## src/rtl/seq_detect_ctrl.sv

```systemverilog
// Frame-based serial pattern detector: consumes frame_len valid bits of x,
// pulses match per detection, counts detections, and pulses done at frame end.
module seq_detect_ctrl #(
  parameter int PAT_W = 4,
  parameter int CNT_W = 8,
  parameter int LEN_W = 8
) (
  input  logic             clk,
  input  logic             rst_n,
  input  logic             start,
  input  logic [PAT_W-1:0] pattern,
  input  logic [LEN_W-1:0] frame_len,
  input  logic             overlap,
  input  logic             x,
  input  logic             x_valid,
  output logic             busy,
  output logic             match,
  output logic [CNT_W-1:0] match_count,
  output logic             overflow,
  output logic             done
);

  localparam int FILL_W = $clog2(PAT_W + 1);

  typedef enum logic [1:0] {IDLE, RUN, FIN} state_t;

  state_t             state_reg, state_next;
  logic [PAT_W-1:0]   pattern_reg;
  logic [PAT_W-2:0]   hist_reg;
  logic [LEN_W-1:0]   len_reg;
  logic [LEN_W-1:0]   bits_reg;
  logic [FILL_W-1:0]  fill_reg;
  logic [CNT_W-1:0]   count_reg;
  logic               overlap_reg;
  logic               overflow_reg;
  logic               match_reg;

  logic [PAT_W-1:0]   window;
  logic               consume;
  logic               detect;
  logic               last_bit;
  logic               accept;

  assign window  = {hist_reg, x};
  assign consume = (state_reg == RUN) && x_valid;
  assign accept  = (state_reg == IDLE) && start;
  // fill counts bits in the current window; PAT_W-1 stored plus x makes a full window
  assign detect  = consume && (fill_reg >= FILL_W'(PAT_W - 1)) && (window == pattern_reg);
  assign last_bit = consume &&
                    (({1'b0, bits_reg} + (LEN_W+1)'(1)) == {1'b0, len_reg});

  always_ff @(posedge clk or negedge rst_n) begin
    if (!rst_n) state_reg <= IDLE;
    else        state_reg <= state_next;
  end

  always_comb begin
    state_next = state_reg;
    case (state_reg)
      IDLE:    if (start) state_next = (frame_len == '0) ? FIN : RUN;
      RUN:     if (last_bit) state_next = FIN;
      FIN:     state_next = IDLE;
      default: state_next = IDLE;
    endcase
  end

  always_ff @(posedge clk or negedge rst_n) begin
    if (!rst_n) begin
      pattern_reg  <= '0;
      hist_reg     <= '0;
      len_reg      <= '0;
      bits_reg     <= '0;
      fill_reg     <= '0;
      count_reg    <= '0;
      overlap_reg  <= 1'b0;
      overflow_reg <= 1'b0;
      match_reg    <= 1'b0;
    end else begin
      match_reg <= detect;
      if (accept) begin
        pattern_reg  <= pattern;
        len_reg      <= frame_len;
        overlap_reg  <= overlap;
        hist_reg     <= '0;
        bits_reg     <= '0;
        fill_reg     <= '0;
        count_reg    <= '0;
        overflow_reg <= 1'b0;
      end else if (consume) begin
        hist_reg <= window[PAT_W-2:0];
        bits_reg <= bits_reg + 1'b1;
        // non-overlapping mode restarts the window after a hit
        if (detect && !overlap_reg)            fill_reg <= '0;
        else if (fill_reg < FILL_W'(PAT_W))    fill_reg <= fill_reg + 1'b1;
        if (detect) begin
          if (count_reg == '1) overflow_reg <= 1'b1;
          else                 count_reg    <= count_reg + 1'b1;
        end
      end
    end
  end

  assign busy        = (state_reg == RUN);
  assign done        = (state_reg == FIN);
  assign match       = match_reg;
  assign match_count = count_reg;
  assign overflow    = overflow_reg;

endmodule
```

## config.mk

```make
export PLATFORM = sky130hd
export DESIGN_NAME = seq_detect_ctrl
export DESIGN_NICKNAME = d
export VERILOG_FILES = /design/src/rtl/seq_detect_ctrl.sv
export SDC_FILE = /design/constraint.sdc
export NUM_CORES = 1
export LEC_CHECK = 0
export CORE_ASPECT_RATIO = 0.7
export CORE_MARGIN = 10
export CORE_UTILIZATION = 58
export DETAILED_ROUTE_END_ITERATION = 10
export HOLD_SLACK_MARGIN = 0.06
export PLACE_DENSITY = 0.92
export SLEW_MARGIN = 20
export SYNTH_ARGS = -nofsm -noshare
export SYNTH_HDL_FRONTEND = slang
export SYNTH_SLANG_ARGS = --single-unit
```

## constraint.sdc

```tcl
create_clock -name clk -period 4.6 [get_ports clk]
set_input_delay 0.92 -clock clk [delete_from_list [all_inputs] [get_ports clk]]
set_output_delay 0.92 -clock clk [all_outputs]
set_load 0.01 [all_outputs]
```

==> Word level (Yosys, flattened, before mapping) <==
Index checks and enable logic that the tools add are counted.
{ "totals": {"ff_bits": 39, "latch_bits": 0, "ram_bits": 0, "rom_bits": 0, "inputBits": 18, "output_inout_bits": 12, "elab_cells": 61, "mem_count": 0} }
{ "classes": {"add_sub_neg": 4, "n_mul": 0, "div_mod_pow": 0, "order_cmp": 2, "eq_ne": 8, "n_shift": 0, "muxes": 20, "bitwise_logic": 0, "n_reduce_logical": 17} }
{ "ops": {"columns": ["cell", "count"], "rows": [
  ["$mux 8", 6],
  ["$mux 3", 6],
  ["$add 8x1->8 const B", 2],
  ["$add 8x1->9 const B", 1],
  ["$eq 9x8->1", 1],
  ["$eq 8x8->1 const B", 1],
  ["$logic_not 8->1", 1],
  ["$logic_and 1x1->1", 6],
  ["$mux 2", 3],
  ["$reduce_and 3->1", 2],
  ["$reduce_bool 2->1", 3],
  ["$eq 4x4->1", 1],
  ["$mux 1", 4],
  ["$ne 2x2->1 const B", 2],
  ["$pmux 2 s2", 1],
  ["$reduce_and 2->1", 2],
  ["$add 3x1->3 const B", 1],
  ["$ge 3x2->1 const B", 1],
  ["$lt 3x3->1 const B", 1],
  ["$reduce_bool 3->1", 1],
  ["$eq 2x1->1 const B", 1],
  ["$eq 2x2->1 const B", 1],
  ["$logic_not 2->1", 1],
  ["$ne 2x1->1 const B", 1],
  ["$logic_not 1->1", 1]
]} }

==> Depth between registers and ports, before layout <==
Gate-level depths: netlist (run 1).
{ "depth": {"depth_word": 8, "mapped_depth": 8, "depth_no_buf": 7} }

==> Least setup slack after synthesis (run 1) <==
Ideal clock, no wire load.
{ "synth_path": {"kind": "in2reg", "start": "input x", "end": "register count_reg[5], in the netlist match_count[5]", "setup_ns": 0.119, "arrival_time_ns": 1.979, "t_required_ns": 4.481, "slack_ns": 2.502, "cell_stages": 6, "path_buffers": 1, "path_cell_list": "xor2_1 > nor4_4 > nand3_2 > buf_6 > o31a_2 > o21a_1"} }
{ "synth_via": {"elab_chain_len": 4} }
{ "synth_lines": {"columns": ["element", "line", "text"], "rows": [
  ["from (decl)", "14", "input logic x,"],
  ["$eq 4x4->1", "48", "assign detect = consume && (fill_reg >= FILL_W'(PAT_W - 1)) && (window == pattern_reg);"],
  ["$logic_and 1x1->1", "48", null],
  ["$reduce_bool 2->1 (no line)", null, null],
  ["$reduce_and 3->1 (no line)", null, null],
  ["to (signal assigned)", "97", "else count_reg <= count_reg + 1'b1;"],
  ["to (decl)", "33", "logic [CNT_W-1:0] count_reg;"]
]} }
Every way passes these cells.
A chain may end at the register's enable or synchronous reset.

==> Worst setup path after layout (run 1) <==
{ "layout_path": {"start": "input x_valid", "end": "register count_reg[7], in the netlist match_count[7]"} }
{ "layout_via": {"elab_chain_len": 5, "word_cells_on_any_way": 6, "classes_between": "reduce/logical: 6"} }
{ "layout_lines": {"columns": ["element", "line", "text"], "rows": [
  ["from (decl)", "15", "input logic x_valid,"],
  ["$logic_and 1x1->1 *", "45", "assign consume = (state_reg == RUN) && x_valid;"],
  ["$logic_and 1x1->1 (2 in a row)", "48", null],
  ["$reduce_bool 2->1 (no line)", null, null],
  ["$reduce_and 3->1 (no line) *", null, null]
]} }
Mark *: on every way between the ends. The rest lies on a longest branch, timed or not.

==> results of run 1 <==
## how the worst min path moves through the flow
stage	from	to	slack (ns)	cells after the start
after CTS	overlap_reg	overlap_reg	0.50	2
after global placement	overlap_reg	overlap_reg	0.46	2
after detailed placement	overlap_reg	overlap_reg	0.48	2
after floorplan	overlap_reg	overlap_reg	0.44	2
final	overlap_reg	overlap_reg	0.49	2
after global routing	len_reg[7]	len_reg[7]	0.54	2
## worst reg2reg max path, stage by stage, from the launching register on
cell and delay (ns):
dfrtp_1 0.44, ha_1 0.28, and3_1 0.29, a311o_1 0.40, a211oi_1 0.24, o2111ai_1 0.16, a22o_1 0.20
## Yosys cell counts (3+ instances only)
| cell type | n | share of area |
|---|---|---|
| xor2_1 | 8 | 0.034 |
| nor2_1 | 17 | 0.031 |
| nor2b_1 | 4 | 0.012 |
| nor4_1 | 4 | 0.012 |
| o31ai_1 | 3 | 0.011 |
| clkbuf_1 | 7 | 0.013 |
| xnor2_1 | 7 | 0.030 |
| dfrtp_1 | 39 | 0.48 |
| ha_1 | 4 | 0.025 |
| nand4_1 | 3 | 0.0092 |
| nand3_1 | 5 | 0.012 |
| inv_1 | 6 | 0.011 |
| nand2_1 | 61 | 0.11 |
| o21ai_0 | 12 | 0.029 |
| a21oi_1 | 12 | 0.029 |
## final cells by class
class | count | area [um^2] | share of cell area
Clock buffer | 7 | 76.32 | 0.03141
Clock inverter | 1 | 5.005 | 0.002060
Inverter | 6 | 22.52 | 0.009269
Multi-Input combinational cell | 174 | 998.5 | 0.4109
Sequential cell | 39 | 975.9 | 0.4016
Tap cell | 47 | 58.81 | 0.02420
Timing Repair Buffer | 30 | 292.8 | 0.1205
## power by group through the flow
stage	Combinational [mW]	Clock (mW)	Sequential, mW
floorplan	0.312	0	0.530
global placement	0.398	0	0.548
detailed placement	0.417	0	0.551
CTS	0.424	0.222	0.546
global route	0.484	0.235	0.562
finish	0.420	0.219	0.547
## routing by layer
| metal | up-vias | share of wire |
|---|---|---|
| li1 | 835 | - |
| met1 | 819 | 0.47 |
| met2 | 42 | 0.48 |
| met3 | 7 | 0.046 |
| met4 | 0 | 0.011 |
| met5 | - | 0 |
## cells by family after synthesis
| group | count (synthesis) | share of synthesized area |
|---|---|---|
| compound gates | 42 | 0.1314 |
| mux | 2 | 0.009822 |
| simple gates | 111 | 0.2597 |
| buf+inv | 15 | 0.03131 |
| xor+xnor | 15 | 0.06446 |
| flops | 39 | 0.4788 |
| fa+ha+maj | 4 | 0.02456 |
## stage by stage
stage | setup slack (ns) | cell area, um^2 | hold slack [ns] | utilization
4_1_cts | 1.917 | 2430 | 0.4968 | 0.7466
3_5_place_dp | 1.627 | 2349 | 0.4794 | 0.7216
3_3_place_gp | 1.711 | 2349 | 0.4571 | 0.7216
6_report | 1.947 | 2430 | 0.4882 | 0.7466
5_1_grt | 1.747 | 2430 | 0.5372 | 0.7466
2_1_floorplan | 2.502 | 2038 | 0.4404 | -
==> results.toml, run 1 <==
[die]
dieArea_um2 = 6323
die_h_um = 69.60
rows = 17
dieWidth_um = 90.86
ios = 30
core_um2 = 3254
start_util = 0.6263

[power]
vdd_drop_max_v = 0.0002884
switching_power_mw = 0.4407
p_sw_frac = 0.3719
comb_power_share = 0.355
power_density_nw_per_um2 = 487.8
power_report.internal_total_mw = 0.7445
p_seq_frac = 0.461
clock_power_share = 0.184
p_leak_nw = 1.090
finalPower_mw = 1.185

[global_routing]
gr-total-overflow = 0
track_usage = 0.1485
antenna_found_initial = 0
grt_busiest_layer = "met2"
grt_pass1_vias = 1674
met1_usage = 0.1936
groute.layer.met3.usage = 0.03879
grt_pass1_wl_mm = 7.900
grt_max_degree = 40
grt_util_met2 = 0.2364

[sta]
skew_ns = 0.003724
max_slew_margin = 0.4405
finalSetupTns_ns = 0
finalHoldViolCount = 0
fin_crit_sh = 0.5768
rsz0062_at_grt = "no"
finalCriticalPeriod_ns = 2.653
tightest_slew_ns = 0.8393
drv_slew = 0
clock.fmax_mhz = 376.9
setup_violations = 0

[final_layout]
nets = 278
final_common_cell = "nand2_1"
drive_gt1_frac = 0.05058
mostFrequentLayoutCells = "nand2_1 (61), dfrtp_1 (39), clkdlybuf4s50_1 (28)"
areaGrowthSynthToFinish_pct = 19.21
final_cells = 304
num-fill-cells = 237
diodes = 0

[route]
drc = 0
vias_per_cell = 5.602
postRouteAntennaNets = 0
drt_iter0_markers = 98
vias = 1703
dr.pass1.iters = 4
wl_per_cell_um = 15.11
wirelength_mm = 4.592

[worst_setup_path]
path_class = "input pin to register"
r2r-end = "state_reg[0]"
cp_slowest_cell = "or4_1"
rr_startpoint = "bits_reg[0]"
reg2reg_slack_ns = 2.47
worstPathRequired_ns = 4.82
endpoint = "match_count[7]"
crit_family = "simple AND/OR/NAND/NOR gates"
crit_fanout = 11
cp.arrival_ns = 2.87
crit_path_start_kind = "input pin"
startpoint = "x_valid"
crit_chain = "clkdlybuf4s50_1 > nand3b_1 > nor2_1 > nand3_2 > or4_1 > a21oi_1"
critPathBufInv = 1
worst-path-stages = 6
ff2ff_path_depth = 6
cp-end-kind = "register"
critPathMaxStageDelay_ns = 0.51

[synthesis]
ys_seq_area_frac = 0.4788
synth_flop_cell = "dfrtp_1"
synth_edf_count = 0
synthCells = 228
synth_nets = 250
ys_types = 43
avgSynthCellArea_um2 = 8.939
ys_ff_latch = 39
synth_area_um2 = 2038
async_reset_ff_frac = 1.000
yosys_warnings = 0

[clocking]
numCtsBuffers = 5
htreeDepth = 2
cts_tree = "done"
clk_pin_slew_ns = 0.07
cts_root_buf = "clkbuf_8"
post_cts_buffers = 0
clock_latency_ns = 0.29
cts_buffer_depth = 2
ctsResizeCount = 0
hold_buffers = 0
cts.sinks = 39

[job]
drv_cap = 0

[place]
io_buffers = 29
dp.cells = 296
gp_congestion = 0.8756
hpwl_mm = 3.381

[status]
outcome = "finished, final reports clean"

[worst_hold_path]
hp-class = "register to register"
Note: power is estimated with default switching activity, not from simulation.
==> run 2: changes to the inputs <==
Settings changed: CORE_UTILIZATION 58 to 48, PLACE_DENSITY 0.92 to 0.82.
Clock period 4.6 ns to 2.3 ns, I/O delays scaled along.
==> run 2 against run 1 <==
  * Critical path depth rose by 1
  * Via count did not move
  * Routed wire length rose by 2.6%
  * Total power rose by 110%
  * Clock skew barely moved
  * Non-clock buffer count rose by 5
  * Clock power rose by 140%
==> results.toml, run 2 (same netlist as run 1, synthesis figures left out) <==
[clocking]
numCtsBuffers = 5
clk_pin_slew_ns = 0.07
hold_buffers = 0
clock_latency_ns = 0.29
cts_tree = "done"
post_cts_buffers = 0
cts_root_buf = "clkbuf_8"
htreeDepth = 2
ctsResizeCount = 0
cts_buffer_depth = 2
cts.sinks = 39

[final_layout]
nets = 283
areaGrowthSynthToFinish_pct = 23.08
mostFrequentLayoutCells = "nand2_1 (61), dfrtp_1 (39), clkdlybuf4s50_1 (28)"
final_cells = 314
final_common_cell = "nand2_1"
num-fill-cells = 341
drive_gt1_frac = 0.07634
diodes = 0

[worst_setup_path]
critPathBufInv = 0
crit_path_start_kind = "register"
path_class = "register to register"
critPathMaxStageDelay_ns = 0.50
cp.arrival_ns = 2.26
crit_family = "simple AND/OR/NAND/NOR gates"
crit_fanout = 7
reg2reg_slack_ns = 0.26
ff2ff_path_depth = 7
worst-path-stages = 7
crit_chain = "ha_1 > ha_1 > a211oi_1 > nor4_4 > nand3_2 > or4_1 > a21oi_1"
cp_slowest_cell = "or4_1"
cp-end-kind = "register"
critical_path.most_common_cell = "ha_1"
worstPathRequired_ns = 2.51

[global_routing]
antenna_found_initial = 0
grt_pass1_vias = 1644
track_usage = 0.1302
grt_max_degree = 40
gr-total-overflow = 0
grt_pass1_wl_mm = 7.790

[die]
ios = 30
dieWidth_um = 97.89
dieArea_um2 = 7294
rows = 19
start_util = 0.5073
core_um2 = 4018
die_h_um = 74.52

[sta]
skew_ns = 0.003977
clock.fmax_mhz = 489.9
finalCriticalPeriod_ns = 2.041
tightest_slew_ns = 0.8343
rsz0062_at_grt = "no"
setup_violations = 0
drv_slew = 0
max_slew_margin = 0.4438
fin_crit_sh = 0.8876
finalHoldViolCount = 0
finalSetupTns_ns = 0

[route]
postRouteAntennaNets = 0
wl_per_cell_um = 15.00
vias = 1703
vias_per_cell = 5.424
wirelength_mm = 4.711
dr.pass1.iters = 4
drc = 0
drt_iter0_markers = 105

[status]
outcome = "finished, final reports clean"

[power]
p_sw_frac = 0.3650
power_density_nw_per_um2 = 989.9
switching_power_mw = 0.9064
vdd_drop_max_v = 0.0007636
power_report.internal_total_mw = 1.577
clock_power_share = 0.207
p_seq_frac = 0.440
p_leak_nw = 1.125
comb_power_share = 0.353

[job]
drv_cap = 0

[place]
hpwl_mm = 3.423
io_buffers = 29
dp.cells = 306
gp_congestion = 0.7965

[worst_hold_path]
hp-class = "input pin to asynchronous set/reset pin"
## run 2: path summary, 6_finish.rpt
check | startpoint | endpoint
hold reg to reg | overlap_reg | overlap_reg
min in group clk | overlap_reg | overlap_reg
hold / removal | rst_n | match_count[0]
max in group asynchronous | rst_n | bits_reg[6]
setup reg to reg | fill_reg[0] | match_count[7]
setup / recovery | fill_reg[0] | match_count[7]
## run 2: cell type report
class | count | area [um^2] | area share
clock buffers | 7 | 96.34 | 0.03840
clock inverters | 1 | 7.507 | 0.002993
inverters | 6 | 22.52 | 0.008978
multi-input cells | 174 | 998.5 | 0.3980
flip-flops and latches | 39 | 975.9 | 0.3890
well taps | 52 | 65.06 | 0.02594
repair buffers | 35 | 342.8 | 0.1367
## run 2: stage by stage
stage	util	setup slack, ns	power [mW]	area [um^2]	hold slack (ns)
floorplan	-	0.3345	1.683	2038	0.1644
global placement	0.5986	0.1615	1.919	2405	0.4557
detailed placement	0.5986	0.05605	1.967	2405	0.4615
CTS	0.6244	0.2546	2.495	2509	0.2950
global route	0.6244	0.1504	2.658	2509	0.3386
finish	0.6244	0.2586	2.483	2509	0.2633
## run 2: worst reg2reg max path, stage by stage, from the launching register on
cell	delay (ns)
dfrtp_1	0.40
ha_1	0.16
ha_1	0.16
a211oi_1	0.09
nor4_4	0.29
nand3_2	0.20
or4_1	0.51
a21oi_1	0.17
## run 2: power groups by stage
stage	combinational, mW	clock [mW]	sequential (mW)
6_report	0.876	0.515	1.09
5_1_grt	0.985	0.550	1.12
4_1_cts	0.881	0.523	1.09
3_5_place_dp	0.867	0	1.10
3_3_place_gp	0.829	0	1.09
2_1_floorplan	0.624	0	1.06
## run 2: layer usage
metal  up-vias  track usage  part of all wire
met5         -            0                 0
met4         0      0.05788             0.017
met3         7      0.03238             0.040
met2        39       0.2000              0.46
met1       809       0.1710              0.49
li1        848            -                 -
==> run 3: changes to the inputs <==
Settings changed: TNS_END_PERCENT set to 20.
==> results of run 3 <==
Same layout as run 2: the final DEF is identical, and so are final timing and power.
